**src/rtl/seq_sched_pkg.sv**
```systemverilog
// Shared definitions for the pattern scan scheduler.
//   state_e     : scheduler FSM encoding (idle / stream / report)
//   DefPlen     : default pattern length
//   DefPattern  : default target sequence, MSB received first
//   rr_select() : round-robin pick of the first requester at or above a pointer, wrapping
package seq_sched_pkg;

  typedef enum logic [1:0] {
    StIdle   = 2'd0,
    StStream = 2'd1,
    StReport = 2'd2
  } state_e;

  localparam int unsigned DefPlen = 5;
  localparam logic [DefPlen-1:0] DefPattern = 5'b11101;

  // Upper bound on the number of channels the select function can scan.
  localparam int unsigned MaxNch = 32;

  // Returns the index of the first set bit of req searching upward from ptr modulo nch.
  // Returns ptr when no bit is set; callers only use the result when |req.
  function automatic int unsigned rr_select(input logic [MaxNch-1:0] req,
                                            input int unsigned ptr,
                                            input int unsigned nch);
    int unsigned idx;
    logic found;
    rr_select = ptr;
    found = 1'b0;
    for (int unsigned i = 0; i < MaxNch; i++) begin
      if (!found && i < nch) begin
        idx = ptr + i;
        if (idx >= nch) idx = idx - nch;
        if (req[idx[4:0]]) begin
          rr_select = idx;
          found = 1'b1;
        end
      end
    end
  endfunction

endpackage

```
**src/rtl/pattern_scan_scheduler_if.sv**
```systemverilog
// Serial channel bus between the front-end requesters and the scheduler.
//   req       : per-channel frame pending
//   bit_in    : per-channel serial data
//   bit_valid : per-channel data valid
//   bit_ready : one-hot ready from the scheduler to the granted channel
// master = requesters side, slave = scheduler side.
interface pattern_scan_scheduler_if #(
  parameter int unsigned NCH = 4
);
  logic [NCH-1:0] req;
  logic [NCH-1:0] bit_in;
  logic [NCH-1:0] bit_valid;
  logic [NCH-1:0] bit_ready;

  modport master (output req, output bit_in, output bit_valid, input bit_ready);
  modport slave  (input req, input bit_in, input bit_valid, output bit_ready);
endinterface

```
**src/rtl/pattern_match_core.sv**
```systemverilog
// Bit-serial matcher: PLEN-bit history shift register plus a fill counter.
//   clk_i, rst_i : clock, synchronous active-high reset
//   shift_en_i   : shift bit_i into the history this cycle
//   bit_i        : serial data bit
//   clear_i      : clear history and fill (frame start)
//   overlap_i    : 1 keeps history after a match, 0 restarts the fill
//   hit_o        : combinational, the bit being shifted completes a match
//   match_o      : registered one-cycle match pulse
module pattern_match_core
  import seq_sched_pkg::*;
#(
  parameter int unsigned      PLEN    = DefPlen,
  parameter logic [PLEN-1:0]  PATTERN = DefPattern
) (
  input  logic clk_i,
  input  logic rst_i,
  input  logic shift_en_i,
  input  logic bit_i,
  input  logic clear_i,
  input  logic overlap_i,
  output logic hit_o,
  output logic match_o
);

  localparam int unsigned FillW = $clog2(PLEN + 1);

  logic [PLEN-1:0]  hist_q, hist_d, hist_shift;
  logic [FillW-1:0] fill_q, fill_d, fill_inc;
  logic             match_q, match_d;

  always_comb begin
    hist_shift = {hist_q[PLEN-2:0], bit_i};
    // Fill saturates at PLEN: it only gates whether the history is fully populated.
    fill_inc   = (fill_q == FillW'(PLEN)) ? fill_q : fill_q + 1'b1;
    hit_o      = shift_en_i && !clear_i && (fill_inc == FillW'(PLEN)) && (hist_shift == PATTERN);
    hist_d     = hist_q;
    fill_d     = fill_q;
    match_d    = hit_o;
    if (clear_i) begin
      hist_d = '0;
      fill_d = '0;
    end else if (shift_en_i) begin
      hist_d = hist_shift;
      fill_d = (hit_o && !overlap_i) ? '0 : fill_inc;
    end
  end

  always_ff @(posedge clk_i) begin
    if (rst_i) begin
      hist_q  <= '0;
      fill_q  <= '0;
      match_q <= 1'b0;
    end else begin
      hist_q  <= hist_d;
      fill_q  <= fill_d;
      match_q <= match_d;
    end
  end

  assign match_o = match_q;

endmodule

```
**src/rtl/pattern_scan_scheduler.sv**
```systemverilog
// Round-robin scheduler sharing one bit-serial pattern matcher among NCH channels.
//   clock, reset   : clock, synchronous active-high reset
//   chan           : channel bus (req, bit_in, bit_valid in; bit_ready out)
//   overlap_en_i   : overlapping matches counted, sampled at grant
//   abort_i        : ends the current frame early
//   grant_o        : registered one-hot granted channel
//   busy_o         : scheduler not idle
//   match_pulse_o  : one-cycle pulse per detected match
//   done_o         : one-cycle pulse at end of frame
//   done_ch_o      : channel of the last completed frame
//   match_count_o  : matches in the current or last completed frame
//   aborted_o      : last completed frame was aborted
module pattern_scan_scheduler
  import seq_sched_pkg::*;
#(
  parameter int unsigned     NCH       = 4,
  parameter int unsigned     CH_W      = 2,
  parameter int unsigned     PLEN      = DefPlen,
  parameter logic [PLEN-1:0] PATTERN   = DefPattern,
  parameter int unsigned     FRAME_LEN = 16,
  parameter int unsigned     CNT_W     = 5
) (
  input  logic                     clock,
  input  logic                     reset,
  pattern_scan_scheduler_if.slave  chan,
  input  logic                     overlap_en_i,
  input  logic                     abort_i,
  output logic [NCH-1:0]           grant_o,
  output logic                     busy_o,
  output logic                     match_pulse_o,
  output logic                     done_o,
  output logic [CH_W-1:0]          done_ch_o,
  output logic [CNT_W-1:0]         match_count_o,
  output logic                     aborted_o
);

  state_e            state_q, state_d;
  logic [NCH-1:0]    grant_q, grant_d;
  logic [CH_W-1:0]   gidx_q, gidx_d;
  logic [CH_W-1:0]   rr_ptr_q, rr_ptr_d;
  logic [CNT_W-1:0]  bit_cnt_q, bit_cnt_d;
  logic [CNT_W-1:0]  count_q, count_d;
  logic              ovl_q, ovl_d;
  logic [CH_W-1:0]   done_ch_q, done_ch_d;
  logic              aborted_q, aborted_d;

  logic              accept, cur_bit, start, hit;
  logic [CH_W-1:0]   sel;

  // grant_q is non-zero only in StStream, so masking with it both selects the
  // channel and qualifies the handshake.
  assign accept = |(chan.bit_valid & grant_q);
  assign cur_bit = |(chan.bit_in & grant_q);
  assign start  = (state_q == StIdle) && (|chan.req);
  assign sel    = CH_W'(rr_select(MaxNch'(chan.req), 32'(rr_ptr_q), NCH));

  pattern_match_core #(
    .PLEN    (PLEN),
    .PATTERN (PATTERN)
  ) u_core (
    .clk_i      (clock),
    .rst_i      (reset),
    .shift_en_i (accept),
    .bit_i      (cur_bit),
    .clear_i    (start),
    .overlap_i  (ovl_q),
    .hit_o      (hit),
    .match_o    (match_pulse_o)
  );

  always_comb begin
    state_d   = state_q;
    grant_d   = grant_q;
    gidx_d    = gidx_q;
    rr_ptr_d  = rr_ptr_q;
    bit_cnt_d = bit_cnt_q;
    count_d   = count_q;
    ovl_d     = ovl_q;
    done_ch_d = done_ch_q;
    aborted_d = aborted_q;
    unique case (state_q)
      StIdle: begin
        if (start) begin
          grant_d   = NCH'(1) << sel;
          gidx_d    = sel;
          bit_cnt_d = '0;
          count_d   = '0;
          ovl_d     = overlap_en_i;
          state_d   = StStream;
        end
      end
      StStream: begin
        if (accept) bit_cnt_d = bit_cnt_q + 1'b1;
        if (hit && count_q != '1) count_d = count_q + 1'b1;
        if (abort_i || (accept && bit_cnt_q == CNT_W'(FRAME_LEN - 1))) begin
          state_d   = StReport;
          grant_d   = '0;
          done_ch_d = gidx_q;
          aborted_d = abort_i;
          rr_ptr_d  = (gidx_q == CH_W'(NCH - 1)) ? '0 : gidx_q + 1'b1;
        end
      end
      StReport: state_d = StIdle;
      default:  state_d = StIdle;
    endcase
  end

  always_ff @(posedge clock) begin
    if (reset) begin
      state_q   <= StIdle;
      grant_q   <= '0;
      gidx_q    <= '0;
      rr_ptr_q  <= '0;
      bit_cnt_q <= '0;
      count_q   <= '0;
      ovl_q     <= 1'b0;
      done_ch_q <= '0;
      aborted_q <= 1'b0;
    end else begin
      state_q   <= state_d;
      grant_q   <= grant_d;
      gidx_q    <= gidx_d;
      rr_ptr_q  <= rr_ptr_d;
      bit_cnt_q <= bit_cnt_d;
      count_q   <= count_d;
      ovl_q     <= ovl_d;
      done_ch_q <= done_ch_d;
      aborted_q <= aborted_d;
    end
  end

  assign chan.bit_ready = grant_q;
  assign grant_o        = grant_q;
  assign busy_o         = (state_q != StIdle);
  assign done_o         = (state_q == StReport);
  assign done_ch_o      = done_ch_q;
  assign match_count_o  = count_q;
  assign aborted_o      = aborted_q;

endmodule

```
**src/flat_wrapper.sv**
```systemverilog
// flat-port wrapper written by rule: the top's interface ports become plain ports
module pattern_scan_scheduler_flat import seq_sched_pkg::*;
#(
  parameter int unsigned     NCH       = 4,
  parameter int unsigned     CH_W      = 2,
  parameter int unsigned     PLEN      = DefPlen,
  parameter logic [PLEN-1:0] PATTERN   = DefPattern,
  parameter int unsigned     FRAME_LEN = 16,
  parameter int unsigned     CNT_W     = 5
)
  (clock, reset, overlap_en_i, abort_i, grant_o, busy_o, match_pulse_o, done_o, done_ch_o, match_count_o, aborted_o, chan_req, chan_bit_in, chan_bit_valid, chan_bit_ready);
  pattern_scan_scheduler_if #(.NCH(NCH)) chan_i ();
  input  logic clock;
  input  logic reset;
  input  logic overlap_en_i;
  input  logic abort_i;
  output logic [NCH-1:0] grant_o;
  output logic busy_o;
  output logic match_pulse_o;
  output logic done_o;
  output logic [CH_W-1:0] done_ch_o;
  output logic [CNT_W-1:0] match_count_o;
  output logic aborted_o;
  input wire logic [$bits(chan_i.req)-1:0] chan_req;
  input wire logic [$bits(chan_i.bit_in)-1:0] chan_bit_in;
  input wire logic [$bits(chan_i.bit_valid)-1:0] chan_bit_valid;
  output wire logic [$bits(chan_i.bit_ready)-1:0] chan_bit_ready;
  assign chan_i.req = chan_req;
  assign chan_i.bit_in = chan_bit_in;
  assign chan_i.bit_valid = chan_bit_valid;
  assign chan_bit_ready = chan_i.bit_ready;
  pattern_scan_scheduler #(.NCH(NCH), .CH_W(CH_W), .PLEN(PLEN), .PATTERN(PATTERN), .FRAME_LEN(FRAME_LEN), .CNT_W(CNT_W)) u_core (.clock(clock), .reset(reset), .chan(chan_i), .overlap_en_i(overlap_en_i), .abort_i(abort_i), .grant_o(grant_o), .busy_o(busy_o), .match_pulse_o(match_pulse_o), .done_o(done_o), .done_ch_o(done_ch_o), .match_count_o(match_count_o), .aborted_o(aborted_o));
endmodule
```
**config.mk**
```make
export PLATFORM = sky130hd
export DESIGN_NAME = pattern_scan_scheduler_flat
export DESIGN_NICKNAME = d
export VERILOG_FILES = /design/src/rtl/seq_sched_pkg.sv /design/src/rtl/pattern_scan_scheduler_if.sv /design/src/rtl/pattern_match_core.sv /design/src/rtl/pattern_scan_scheduler.sv /design/src/flat_wrapper.sv
export SDC_FILE = /design/constraint.sdc
export NUM_CORES = 1
export LEC_CHECK = 0
export BUFFER_PORTS_ARGS = -buffer_cell sky130_fd_sc_hd__buf_2
export CAP_MARGIN = 20
export CORE_MARGIN = 5
export CORE_UTILIZATION = 50
export DETAILED_ROUTE_END_ITERATION = 12
export PLACE_DENSITY_LB_ADDON = 0.2
export SYNTH_ARGS = -nofsm -noshare
export SYNTH_HDL_FRONTEND = slang
export SYNTH_SLANG_ARGS = --single-unit
```
**constraint.sdc**
```tcl
create_clock -name clock -period 7.1 [get_ports clock]
set_input_delay 0.71 -clock clock [delete_from_list [all_inputs] [get_ports clock]]
set_output_delay 0.71 -clock clock [all_outputs]
set_load 0.05 [all_outputs]
```
==> summary.md <==
| Metric | Value |
|---|---|
| Status | `complete, no violations` |
| Power Total | `between 0.4 and 0.5 mW` |
| I/O pin total | `35` |
| Core box area | `0.003390 mm²` |
| Routed WL | `about 3.7 mm` |
| Area delta synth->final | `12.45%` |
| Max_cap viols | `0` |
| Vias in the first global route | `~1400` |
| Cell Pwr Density | `204.8 mW/mm²` |
| 1st-pass router iterations | `4` |
| Post-DP HPWL | `roughly 2.8 mm` |
| ANT cells | `0` |
| Worst r2r src | `u_core.rr_ptr_q[0]` |
| Initial antenna violation count | `0` |
| Yosys warnings | `0` |
| Post-Syn Nets | `236` |
| CTS resizes | `0` |
| R2R depth | `7` |
| Least-Margin Pin Slew | `around 760 ps` |
| Critical Path Start Type | `register` |
| Flops & latches, synth | `32` |
| Post-route ant nets | `0` |
| Routed len/inst | `approximately 13 µm` |
| Synth unique cells | `45` |
| Cells on Worst Hold Path | `2` |
| P_leak | `between 0.8 and 0.9 nW` |
| Initial DRC Count | `74` |
| Overflow after GRT | `0` |
| Worst skew pair latency | `about 320 ps` |
| Overall die area | `~0.005 mm²` |
| GP Congestion | `around 0.84` |
| Setup crit end kind | `register` |
| Chip width | `around 70 µm` |
| Synth Instances | `between 200 and 250` |
| Worst hold path startpoint | `u_core.done_ch_o[0]` |
| Fin. max-slew vios | `0` |
| Arrival time worst endpoint | `roughly 2800 ps` |
| TritonCTS Sinks | `32` |
| Reg area | `~640 µm²` |
| CTS Buf Count | `5` |
| Fraction of layout cells with a size suffix above 1 | `0.2301` |
| CTS max path bufs | `2` |
| Nets@finish | `between 200 and 300` |
| Final setup skew | `6.327 ps` |
| Minimum clock period | `approximately 2600 ps` |
| Ys async rst share | `0` |
| Slew HR | `0.4788` |
| Worst path slowest cell | `dfxtp_1` |
| RSZ-0062 raised after global routing | `false` |
| DR vias | `~1600` |
| Worst-path fanout max | `13` |
| Hold buffers post-CTS | `0` |
| Mapped cell area | `between 0.0015 and 0.002 mm²` |
| Worst vdd ir | `152.5 µV` |
| Initial Util | `0.5279` |
| IO Port Bufs | `34` |
| EDFF count, synth | `0` |
| H-tree Lvls | `2` |
| Multi-input logic area | `0.001066 mm²` |
| Final hold vios | `0` |
| # setup viols final | `0` |
| Clock transition at the registers of the reported paths | `90 ps` |
| Worst hold-check path type | `register to register` |
| Syn Area/Cell | `about 8.6 µm²` |
| Placed insts | `around 280` |
| Clock Root Buffer | `clkbuf_4` |
| Worst EP required | `7320 ps` |
| Buffers inserted by post-CTS timing repair | `0` |
| Main synth FF type | `dfxtp_1` |
| Worst r2r dst | `u_core.chan.bit_ready[2]` |
| CP peak stage delay | `~640 ps` |
| Largest net degree at the start of global routing | `21` |
| Hold_ws | `462.4 ps` |
| DRC | `0` |
| Non-Filler Instances | `roughly 290` |
| Chip Height | `about 70 µm` |
| Fillers | `318` |
| Worst Setup Path Type | `register to register` |
| TritonCTS clock tree | `yes` |
| Sequential share of the synthesized area | `0.3580` |
| Fmax | `between 0.3 and 0.4 GHz` |
| Fraction of the cycle the final worst path needs | `0.3691` |
| GR Util All Layers | `0.1647` |
| Row cnt | `21` |
| WHS Endpoint | `u_core.done_ch_o[0]` |
| Setup_tns | `0 ps` |
| Vias per inst | `5.453` |
| R2r setup slk | `roughly 4500 ps` |
| First-pass GRT wire length | `roughly 6.7 mm` |
| Crit-path cells | `inv_1 > ha_1 > mux4_2 > a311oi_1 > mux2i_1 > and2_1 > a32o_1` |
==> through the flow <==
step / instance area [µm²] / setup WS (ps) / util
6_report: 2012 / 4479 / 0.5936
5_1_grt: 2012 / 4267 / 0.5936
4_1_cts: 2012 / 4459 / 0.5936
3_5_place_dp: 1953 / 4476 / 0.5762
3_3_place_gp: 1953 / 4510 / 0.5762
2_1_floorplan: 1789 / 4742 / -
==> state kept, by name, summed over array words and instances (netlist names) <==
signal / count
u_core.u_core.match_o: 1
u_core.gidx_q: 2
u_core.bit_cnt_q: 5
u_core.u_core.hist_q: 4
u_core.ovl_q: 1
u_core.done_ch_o: 2
u_core.aborted_o: 1
u_core.state_q: 2
u_core.u_core.fill_q: 3
u_core.rr_ptr_q: 2
u_core.match_count_o: 5
u_core.chan.bit_ready: 4
==> cell type report <==
type / instances / share of cell area
clock buffers: 8 / 0.02923
well taps: 46 / 0.02861
flip-flops and latches: 32 / 0.3184
inverters: 5 / 0.009328
repair buffers: 34 / 0.08458
multi-input cells: 160 / 0.5298
==> where the power goes <==
part | switching [mW] | internal [mW] | leakage [nW]
registers | 0.00991 | 0.188 | 0.260
logic | 0.0720 | 0.0361 | 0.551
clock network | 0.0574 | 0.0489 | 0.0326
==> cell usage in the layout, fill, tap and decap left out, types with 4 or more instances in the layout <==
| cell | n |
|---|---|
| clkbuf_4 | 5 |
| inv_1 | 5 |
| ha_1 | 12 |
| nor2b_1 | 7 |
| o21ai_0 | 5 |
| dfxtp_1 | 32 |
| nor2_1 | 16 |
| or2_2 | 5 |
| nand2_1 | 28 |
| a21oi_1 | 21 |
| nand3_1 | 7 |
| a22o_1 | 5 |
| buf_2 | 34 |
| or3_1 | 4 |
| nand2b_1 | 4 |
==> Yosys cell counts (4+ instances only) <==
cell,count,area (µm²)
nand2b_1,4,25.02
clkbuf_1,6,22.52
dfxtp_1,32,640.6
nor2b_1,7,43.79
ha_1,12,150.1
a22o_1,5,43.79
nor2_1,16,60.06
buf_4,4,30.03
o21ai_0,5,25.02
or2_2,5,31.28
inv_1,5,18.77
a21oi_1,21,105.1
nand3_1,7,35.03
or3_1,4,25.02
nand2_1,28,105.1
==> cell families (layout without fill, tap and decap cells) <==
kind of cell    count (synthesis)  after routing  synth area share
flops                          32             32            0.3580
buf+inv                        16             47           0.04615
mux                             9              9           0.06084
xor+xnor                        3              3           0.01469
compound gates                 49             49            0.1909
fa+ha+maj                      12             12           0.08391
simple gates                   87             87            0.2455
==> layer usage <==
layer | wire, µm | GRT usage
met5 | 0 | 0
met4 | 29 | 0.05532
met3 | 248 | 0.05217
met2 | 1597 | 0.2298
met1 | 1834 | 0.2368
==> critical path: cells and delay by family (launching register included) <==
kind / cells / cell delay [ps]
AO/OA/AOI/OAI: 2 / 610
adder cells (fa/ha/maj): 1 / 400
buffers and inverters: 1 / 170
flip-flops: 1 / 640
multiplexers: 2 / 460
AND/OR/NAND/NOR: 1 / 240
==> worst max-delay path by stage <==
| stage | startpoint | to | slack (ps) | cells past startpoint |
|---|---|---|---|---|
| after floorplan | chan_req[2] | u_core.chan.bit_ready[2] | 4740 | 5 |
| after global placement | u_core.rr_ptr_q[0] | u_core.chan.bit_ready[2] | 4510 | 7 |
| after detailed placement | u_core.rr_ptr_q[0] | u_core.chan.bit_ready[2] | 4480 | 7 |
| after CTS | u_core.rr_ptr_q[0] | u_core.chan.bit_ready[2] | 4460 | 7 |
| after global routing | u_core.rr_ptr_q[0] | u_core.chan.bit_ready[2] | 4270 | 7 |
| final | u_core.rr_ptr_q[0] | u_core.chan.bit_ready[2] | 4480 | 7 |
No activity file was read; power rests on OpenSTA's default activity.
